File: src/rtl/freq_meter.sv
// Gated frequency meter: counts synchronized rising edges of sig_in over a
// window of GATE_CYCLES clocks and publishes the saturated count with a valid pulse.
module freq_meter #(
    parameter int unsigned GATE_CYCLES = 1000,
    parameter int unsigned CNT_WIDTH   = 16
) (
    input  logic                 clk,
    input  logic                 rst_n,
    input  logic                 en,
    input  logic                 sig_in,
    output logic [CNT_WIDTH-1:0] count,
    output logic                 valid,
    output logic                 overflow,
    output logic                 busy
);

    localparam int unsigned GW = $clog2(GATE_CYCLES);
    localparam logic [GW-1:0]        GATE_LAST = GW'(GATE_CYCLES - 1);
    localparam logic [CNT_WIDTH-1:0] CNT_MAX   = '1;

    localparam logic [0:0] ST_IDLE    = 1'b0;
    localparam logic [0:0] ST_MEASURE = 1'b1;

    logic                 s1_q, s2_q, s3_q;
    logic                 rise;
    logic [0:0]           state_q, state_d;
    logic [GW-1:0]        gate_cnt_q, gate_cnt_d;
    logic [CNT_WIDTH-1:0] edge_cnt_q, edge_cnt_d;
    logic                 ovf_win_q, ovf_win_d;
    logic [CNT_WIDTH-1:0] count_q, count_d;
    logic                 ovf_q, ovf_d;
    logic                 valid_q, valid_d;
    logic                 edge_max;

    // Synchronizer and history run independently of en so enabling never sees a stale edge
    always_ff @(posedge clk or negedge rst_n) begin
        if (!rst_n) begin
            s1_q <= 1'b0;
            s2_q <= 1'b0;
            s3_q <= 1'b0;
        end else begin
            s1_q <= sig_in;
            s2_q <= s1_q;
            s3_q <= s2_q;
        end
    end

    assign rise     = s2_q & ~s3_q;
    assign edge_max = (edge_cnt_q == CNT_MAX);

    always_comb begin
        state_d    = state_q;
        gate_cnt_d = gate_cnt_q;
        edge_cnt_d = edge_cnt_q;
        ovf_win_d  = ovf_win_q;
        count_d    = count_q;
        ovf_d      = ovf_q;
        valid_d    = 1'b0;
        if (!en) begin
            state_d    = ST_IDLE;
            gate_cnt_d = '0;
            edge_cnt_d = '0;
            ovf_win_d  = 1'b0;
        end else if (state_q == ST_IDLE) begin
            state_d    = ST_MEASURE;
            gate_cnt_d = '0;
            edge_cnt_d = '0;
            ovf_win_d  = 1'b0;
        end else if (gate_cnt_q == GATE_LAST) begin
            // A rise in the closing cycle still belongs to this window
            count_d    = (rise && !edge_max) ? edge_cnt_q + 1'b1 : edge_cnt_q;
            ovf_d      = ovf_win_q | (rise & edge_max);
            valid_d    = 1'b1;
            gate_cnt_d = '0;
            edge_cnt_d = '0;
            ovf_win_d  = 1'b0;
        end else begin
            gate_cnt_d = gate_cnt_q + 1'b1;
            if (rise) begin
                if (edge_max) begin
                    ovf_win_d = 1'b1;
                end else begin
                    edge_cnt_d = edge_cnt_q + 1'b1;
                end
            end
        end
    end

    always_ff @(posedge clk or negedge rst_n) begin
        if (!rst_n) begin
            state_q    <= ST_IDLE;
            gate_cnt_q <= '0;
            edge_cnt_q <= '0;
            ovf_win_q  <= 1'b0;
            count_q    <= '0;
            ovf_q      <= 1'b0;
            valid_q    <= 1'b0;
        end else begin
            state_q    <= state_d;
            gate_cnt_q <= gate_cnt_d;
            edge_cnt_q <= edge_cnt_d;
            ovf_win_q  <= ovf_win_d;
            count_q    <= count_d;
            ovf_q      <= ovf_d;
            valid_q    <= valid_d;
        end
    end

    assign count    = count_q;
    assign valid    = valid_q;
    assign overflow = ovf_q;
    assign busy     = (state_q == ST_MEASURE);

endmodule

File: config.mk
export PLATFORM = sky130hd
export DESIGN_NAME = freq_meter
export DESIGN_NICKNAME = d
export VERILOG_FILES = /design/src/rtl/freq_meter.sv
export SDC_FILE = /design/constraint.sdc
export NUM_CORES = 1
export LEC_CHECK = 0
export ABC_AREA = 1
export CELL_PAD_IN_SITES_DETAIL_PLACEMENT = 1
export CELL_PAD_IN_SITES_GLOBAL_PLACEMENT = 2
export CORE_ASPECT_RATIO = 1.75
export CORE_UTILIZATION = 30
export DETAILED_ROUTE_END_ITERATION = 16
export DONT_BUFFER_PORTS = 1
export PLACE_DENSITY = 0.72
export SETUP_SLACK_MARGIN = 0.1
export SLEW_MARGIN = 40
export SYNTH_ARGS = -nofsm -noshare
export SYNTH_HDL_FRONTEND = slang
export SYNTH_SLANG_ARGS = --single-unit
File: constraint.sdc
create_clock -name clk -period 1.9 [get_ports clk]
set_clock_uncertainty 0.15 [all_clocks]
set_input_delay 0.19 -clock clk [delete_from_list [all_inputs] [get_ports clk]]
set_output_delay 0.19 -clock clk [all_outputs]
set_load 0.1 [all_outputs]
==> summary.md, run 1 <==
| Metric | Value |
|---|---|
| CTS Buffer Depth | 2 |
| Final ANT Viol Nets | 0 |
| CP Data Arrival Time | around 1.8 ns |
| Warning count from the yosys run | 0 |
| Reg-to-reg slack, setup | about 0.15 ns |
| Largest net degree at the start of global routing | 50 |
| DP HPWL | ~4800 um |
| Final Cell Area | around 0.0032 mm^2 |
| Total Wirelength | around 6700 um |
| Via Count | 2,171 |
| Synth Area in Compound Gates | under 10% |
| Initial antenna violation count | 0 |
| Crit start category | flip-flop |
| ANT cells | 0 |
| Crit. End Element | flip-flop |
| # clock sinks | 49 |
| P&R area growth vs syn | 29.4% |
| Final hold vios | 0 |
| Most common cell after layout, fill and taps aside | nand2_1 |
| GRT Residual Overflow | 0 |
| Die height | roughly 120 um |
| Post-Synth XOR/XNOR Area | 1.79% |
| Die X | about 70 um |
| Commonest non-fill, non-tap cells in the layout | nand2_1 (118), dfrtp_1 (46), buf_4 (36), inv_1 (29), nor2_1 (24) |
| Simple-gate portion of the synthesized area | ~36% |
| Synthesized cell area | between 0.002 and 0.0025 mm^2 |
| Vias per Instance | roughly 4.8 |
| Unrepaired setup endpoints after global routing | true |
| Core Rows | between 40 and 50 |
| Avg WL per Cell | about 15 um |
| Filler Cell Count | 951 |
| Least-Margin Pin Slew | between 0.3 and 0.4 ns |
| Yosys reg bits | slightly below 50 |
| Largest family of logic cells by synthesized area | simple AND/OR/NAND/NOR gates |
| Number of global-route vias before repair | approximately 2,300 |
| Post-synthesis mux area share | 0% |
| I/O Buffers | 0 |
| Syn Nets | between 300 and 400 |
| First DRT Iteration DRCs | 76 |
| Root Driver | clkbuf_16 |
| Peak VDD IR | between 0.5 and 0.6 mV |
| Slew margin rel. | 73.7% |
| Setup tns final | 0 ns |
| Syn Inst Count | between 300 and 400 |
| Highest clock rate | approximately 0.57 GHz |
| Worst-path fanout max | 3 |
| First-pass GRT wire length | 10,700 um |
| Num CTS Buffers | 5 |
| Setup violations, final | 0 |
| Hold WC Path Type | reg -> reg |
| Routability Congestion | 0.800 |
| CTS tree | built |
| Initial Util | 31.0% |
| P per Cell Area | between 600 and 700 mW/mm^2 |
| CP required | around 1.9 ns |
| Core area | 0.00791 mm^2 |
| # Max-Cap Violations | 0 |
| GRT Overall Usage | between 15 and 20% |
| Seq/Total Area, Yosys | 50.0% |
| Status | finished clean |
| Maximum level of the CTS H-tree | 2 |
| Max-slew violations | 0 |
| Die area | between 0.008 and 0.009 mm^2 |
| Post-synthesis adder-cell area fraction | ~1.0% |
| Clock transition at the registers of the reported paths | ~0.070 ns |
| Unique masters post-synth | 23 |
| Avg Inst Size Synth | 7.71 um^2 |
| I/O Pins | 23 |
| Tmin final | about 1.7 ns |
| Pleak | about 1.6 nW |
| Crit Path Class | reg -> reg |
| Placed cell area | approximately 0.0028 mm^2 |
| Final layout net count | approximately 370 |
| Clk_lat worst skew | approximately 0.29 ns |
| Tcrit/Tclk final | between 90% and 100% |
| Drt pass-1 iters | 4 |
| Share of cells above drive strength 1 | a little under a quarter |
| DRC viols | 0 |
## per-layer routing
layer | global-route usage (%) | share of wire, %
met1 | 15.8 | 37
met2 | 33.4 | 58
met3 | 3.06 | 2.1
met4 | 6.50 | 2.8
met5 | 0 | 0
## where the power goes
group | switching, W | internal (W)
sequential | 0.00000526 | 0.00105
clock | 0.000385 | 0.000658
combinational | 0.0000736 | 0.0000370
## synth_stat cells
cell      count  area, um^2
nand4_1       8        50.1
a31oi_1       1        6.26
nor2_1       29         109
nor3b_1       4        30.0
xnor2_1       1        8.76
dfrtp_1      49        1230
inv_1        29         109
a21oi_1      16        80.1
o21ai_0       6        30.0
xor2_1        4        35.0
ha_1          2        25.0
nand2_2       6        37.5
nand2_1     125         469
nor2_4        2        22.5
nand3_1      15        75.1
buf_6         1        11.3
nor2_2        4        25.0
buf_8         1        15.0
buf_2         3        15.0
nor3_1        6        30.0
or2_2         2        12.5
clkbuf_1      2        7.51
nand2_4       2        22.5
## final timing paths
path                               start       endpoint  cells after the start
max reg2reg                edge_cnt_q[1]      count[14]                     10
max                        edge_cnt_q[1]      count[14]                     10
min in group asynchronous          rst_n       count[9]                      2
min reg2reg                         s1_q           s2_q                      0
min                                 s1_q           s2_q                      0
max in group asynchronous          rst_n  edge_cnt_q[8]                      2
## cell families (layout without fill, tap and decap cells)
family          after synthesis  after routing
simple gates                203            204
flops                        49             49
buf+inv                      36             81
compound gates               23             23
xor+xnor                      5              5
fa+ha+maj                     2              2
## repair_timing
| item | 4_1_cts | 5_1_grt |
|---|---|---|
| setup buffers | 0 | 5 |
| hold buffers | 4 | 0 |
| gates resized for setup | 0 | 32 |
| hold endpoints to repair | 52 | 0 |
| setup endpoints to repair | 0 | 41 |
## registers in the layout, indices dropped and copies added, names as in the netlist
register    cells
valid           1
overflow        1
count          16
edge_cnt_q     16
gate_cnt_q     10
s1_q            1
busy            1
s3_q            1
ovf_win_q       1
s2_q            1
## critical path, cell delays in order (launching register included)
cell,delay (ns)
dfrtp_1,0.35
ha_2,0.20
nand3_1,0.13
nor2_1,0.35
nand3_1,0.13
nand2_1,0.08
nand2_1,0.05
nand2_1,0.07
nand2_1,0.05
nand2_1,0.05
nand2_1,0.04
## final cells by class
class / instances / area, um^2 / share of cell area [%]
multi-input combinational: 234 / 1160 / 36.7
clock buffer: 7 / 143 / 4.50
tap: 90 / 113 / 3.55
clock inverter: 1 / 30.0 / 0.946
inverter: 29 / 109 / 3.43
sequential: 49 / 1230 / 38.8
timing repair buffer: 44 / 384 / 12.1
## per-stage QoR
stage	utilization [%]	cells	power, W	worst slack, ns	hold slack, ns
2_1_floorplan	-	318	0.00112	0.211	-0.256
3_3_place_gp	35.2	435	0.00113	0.142	-0.254
3_5_place_dp	35.2	435	0.00114	0.140	-0.254
4_1_cts	38.1	447	0.00223	0.101	0.202
5_1_grt	40.1	454	0.00227	0.0501	0.203
6_report	40.1	454	0.00221	0.154	0.200
No activity file was read; power rests on OpenSTA's default activity.
==> run 2: changes to the inputs <==
- PLACE_DENSITY: 0.72 -> not set
- PLACE_DENSITY_LB_ADDON: not set -> 0.1
- SETUP_SLACK_MARGIN: 0.1 -> not set
==> summary.md, run 2 (synthesis gave the netlist of run 1 again) <==
| Metric | Value |
|---|---|
| Placed Cells | 443 (+1.8%) |
| Crit start category | flip-flop |
| Seq pwr share | 51.6% (+3.8 points) |
| Switch Pwr | 0.000474 W (+2.2%) |
| Via Count | 2,151 (-0.92%) |
| Status | finished clean |
| Crit. End Element | flip-flop |
| CP Data Arrival Time | 1.78 ns (about the same) |
| Sw Share | 23.2% (+2.2 points) |
| Core area | 0.00791 mm^2 (unchanged) |
| Pleak | 1.55 nW (-1.7%) |
| Slew margin rel. | 77.0% (+3.3 points) |
| I/O Buffers | 0 (unchanged) |
| First DRT Iteration DRCs | 59 (-22%) |
| Maximum level of the CTS H-tree | 2 (unchanged) |
| CP required | 1.93 ns (about the same) |
| Clk_lat worst skew | 0.29 ns (about the same) |
| First-pass GRT wire length | 11,600 um (+8.1%) |
| Drt pass-1 iters | 4 (unchanged) |
| Least-Margin Pin Slew | 0.343 ns (-0.0500 ns) |
| Final layout net count | 370 (+0.27%) |
| Post-route insts no fill | 455 (+0.22%) |
| Setup tns final | 0 ns (unchanged) |
| GRT Overall Usage | 17.9% (+1.4 points) |
| Reg-to-reg slack, setup | 0.15 ns (about the same) |
| Setup bufs post-CTS | 0 (unchanged) |
| Critical-path cell list | ha_1, nand2_1, nor2_2, nand2_2, nor2_4, nor2_2, buf_4, nand2_1, nand2_1, nand2_1, nand2_1 |
| Setup violations, final | 0 (unchanged) |
| Root Driver | clkbuf_16 |
| Critical Path Start | edge_cnt_q[0] |
| WHS Path Cells | 0 (unchanged) |
| # clock sinks | 49 (unchanged) |
| Die area | 0.00855 mm^2 (unchanged) |
| Comb power frac | 5.0% (about the same) |
| R2R Path End | count[10] |
| CTS tree | built |
| CTS Buffer Depth | 2 (unchanged) |
| Worst-path fanout max | 6 (+3) |
| Crit path max-delay cell type | dfrtp_1 |
| ANT cells | 0 (unchanged) |
| Clock share of power | 43.4% (-3.8 points) |
| Initial Util | 31.0% (unchanged) |
| Final ANT Viol Nets | 0 (unchanged) |
| Slowest stage delay, CP | 0.36 ns (about the same) |
| P per Cell Area | 667 mW/mm^2 (-4.3%) |
| P&R area growth vs syn | 24.9% |
| Unrepaired setup endpoints after global routing | false |
| Number of global-route vias before repair | 2,316 (+2.5%) |
| Most common cell after layout, fill and taps aside | nand2_1 |
| DRC viols | 0 (unchanged) |
| Routability Congestion | 0.735 (-8.1%) |
| FF-to-FF path depth | 11 (+1) |
| Initial antenna violation count | 0 (unchanged) |
| GRT Residual Overflow | 0 (unchanged) |
| Core Rows | 43 (unchanged) |
| Vias per Instance | 4.73 (-1.1%) |
| Final Cell Area | 0.00306 mm^2 (-3.5%) |
| Total Wirelength | 6910 um (+3.5%) |
| Highest clock rate | 0.570 GHz (-0.43%) |
| Share of cells above drive strength 1 | 18.9% (-4.2 points) |
| Hold WC Path Type | reg -> reg |
| Tcrit/Tclk final | 92.3% (+0.40 points) |
| Critical path endpoint | count[10] |
| Largest net degree at the start of global routing | 50 (unchanged) |
| R2R Path Start | edge_cnt_q[0] |
| Commonest non-fill, non-tap cells in the layout | nand2_1 (124), dfrtp_1 (49), buf_4 (41), inv_1 (29), nor2_1 (28) |
| Num CTS Buffers | 5 (unchanged) |
| Die X | 70.3 um (unchanged) |
| I/O Pins | 23 (unchanged) |
| Cell Int Power | 0.00157 W (-10%) |
| Total chip power | 0.00204 W (-7.6%) |
| Crit Path Class | reg -> reg |
| Die height | 122 um (unchanged) |
| Peak VDD IR | 0.486 mV (-14%) |
| Tmin final | 1.75 ns (+0.00752 ns) |
| Final hold vios | 0 (unchanged) |
| Avg WL per Cell | 15.2 um (+3.2%) |
| DP HPWL | 5270 um (+11%) |
| Placed cell area | 0.00284 mm^2 (+2.1%) |
| # Max-Cap Violations | 0 (unchanged) |
| Max-slew violations | 0 (unchanged) |
| Clock transition at the registers of the reported paths | 0.07 ns (about the same) |
| CP most frequent cell | nand2_1 |
## run 2: changes by cell type in the layout (fill, tap and decap cells not counted), moves of 3 or more
cell	before	now
dfrtp_1	46	49
nor2_4	6	3
nand2_1	118	124
nand2_2	12	7
dfrtp_2	3	0
nor2_1	24	28
buf_4	36	41
## run 2: metal layers
layer	vias up	part of all wire (%)	track usage [%]
met2	19	59	35.5
li1	1084	-	-
met1	1039	38	18.5
met4	0	2.0	6.63
met3	9	1.3	2.32
met5	-	0	0
## run 2: worst min-delay path by stage
stage,startpoint,endpoint
global route,s1_q,s2_q
CTS,s1_q,s2_q
detailed placement,rst_n,edge_cnt_q[11]
floorplan,rst_n,busy
global placement,rst_n,edge_cnt_q[11]
finish,s1_q,s2_q
## run 2: area by class of cell
class                   count  area (um^2)
clock buffers               5          125
clock inverters             3         17.5
fillers                   962         4850
inverters                  29          109
multi-input cells         233         1090
flip-flops and latches     49         1230
well taps                  90          113
repair buffers             46          385
## run 2: worst max-delay path, delay by kind of cell, from the launching register on
kind	cells	cell delay, ns
flops	1	0.36
simple gates	9	0.77
fa+ha+maj	1	0.19
buf+inv	1	0.15
## run 2: timing repair
action                                 4_1_cts  5_1_grt
setup endpoints to repair                    0       12
hold buffers                                 4        0
resized for setup                            0        5
endpoints found under the hold margin       52        0
## run 2: power groups by stage
stage	combinational (W)	sequential [W]	clock (W)
after global placement	0.0000678	0.00107	0
after CTS	0.000103	0.00105	0.000927
after global routing	0.000116	0.00105	0.000950
after floorplan	0.0000343	0.00108	0
final	0.000101	0.00105	0.000887
after detailed placement	0.0000681	0.00107	0
## run 2: metrics by stage
stage,utilization (%),hold slack [ns],worst slack [ns]
CTS,38.5,0.204,0.0855
floorplan,-,-0.256,0.0302
global route,38.7,0.216,0.00463
detailed placement,36.0,-0.254,0.115
finish,38.7,0.202,0.147
global placement,36.0,-0.254,0.162
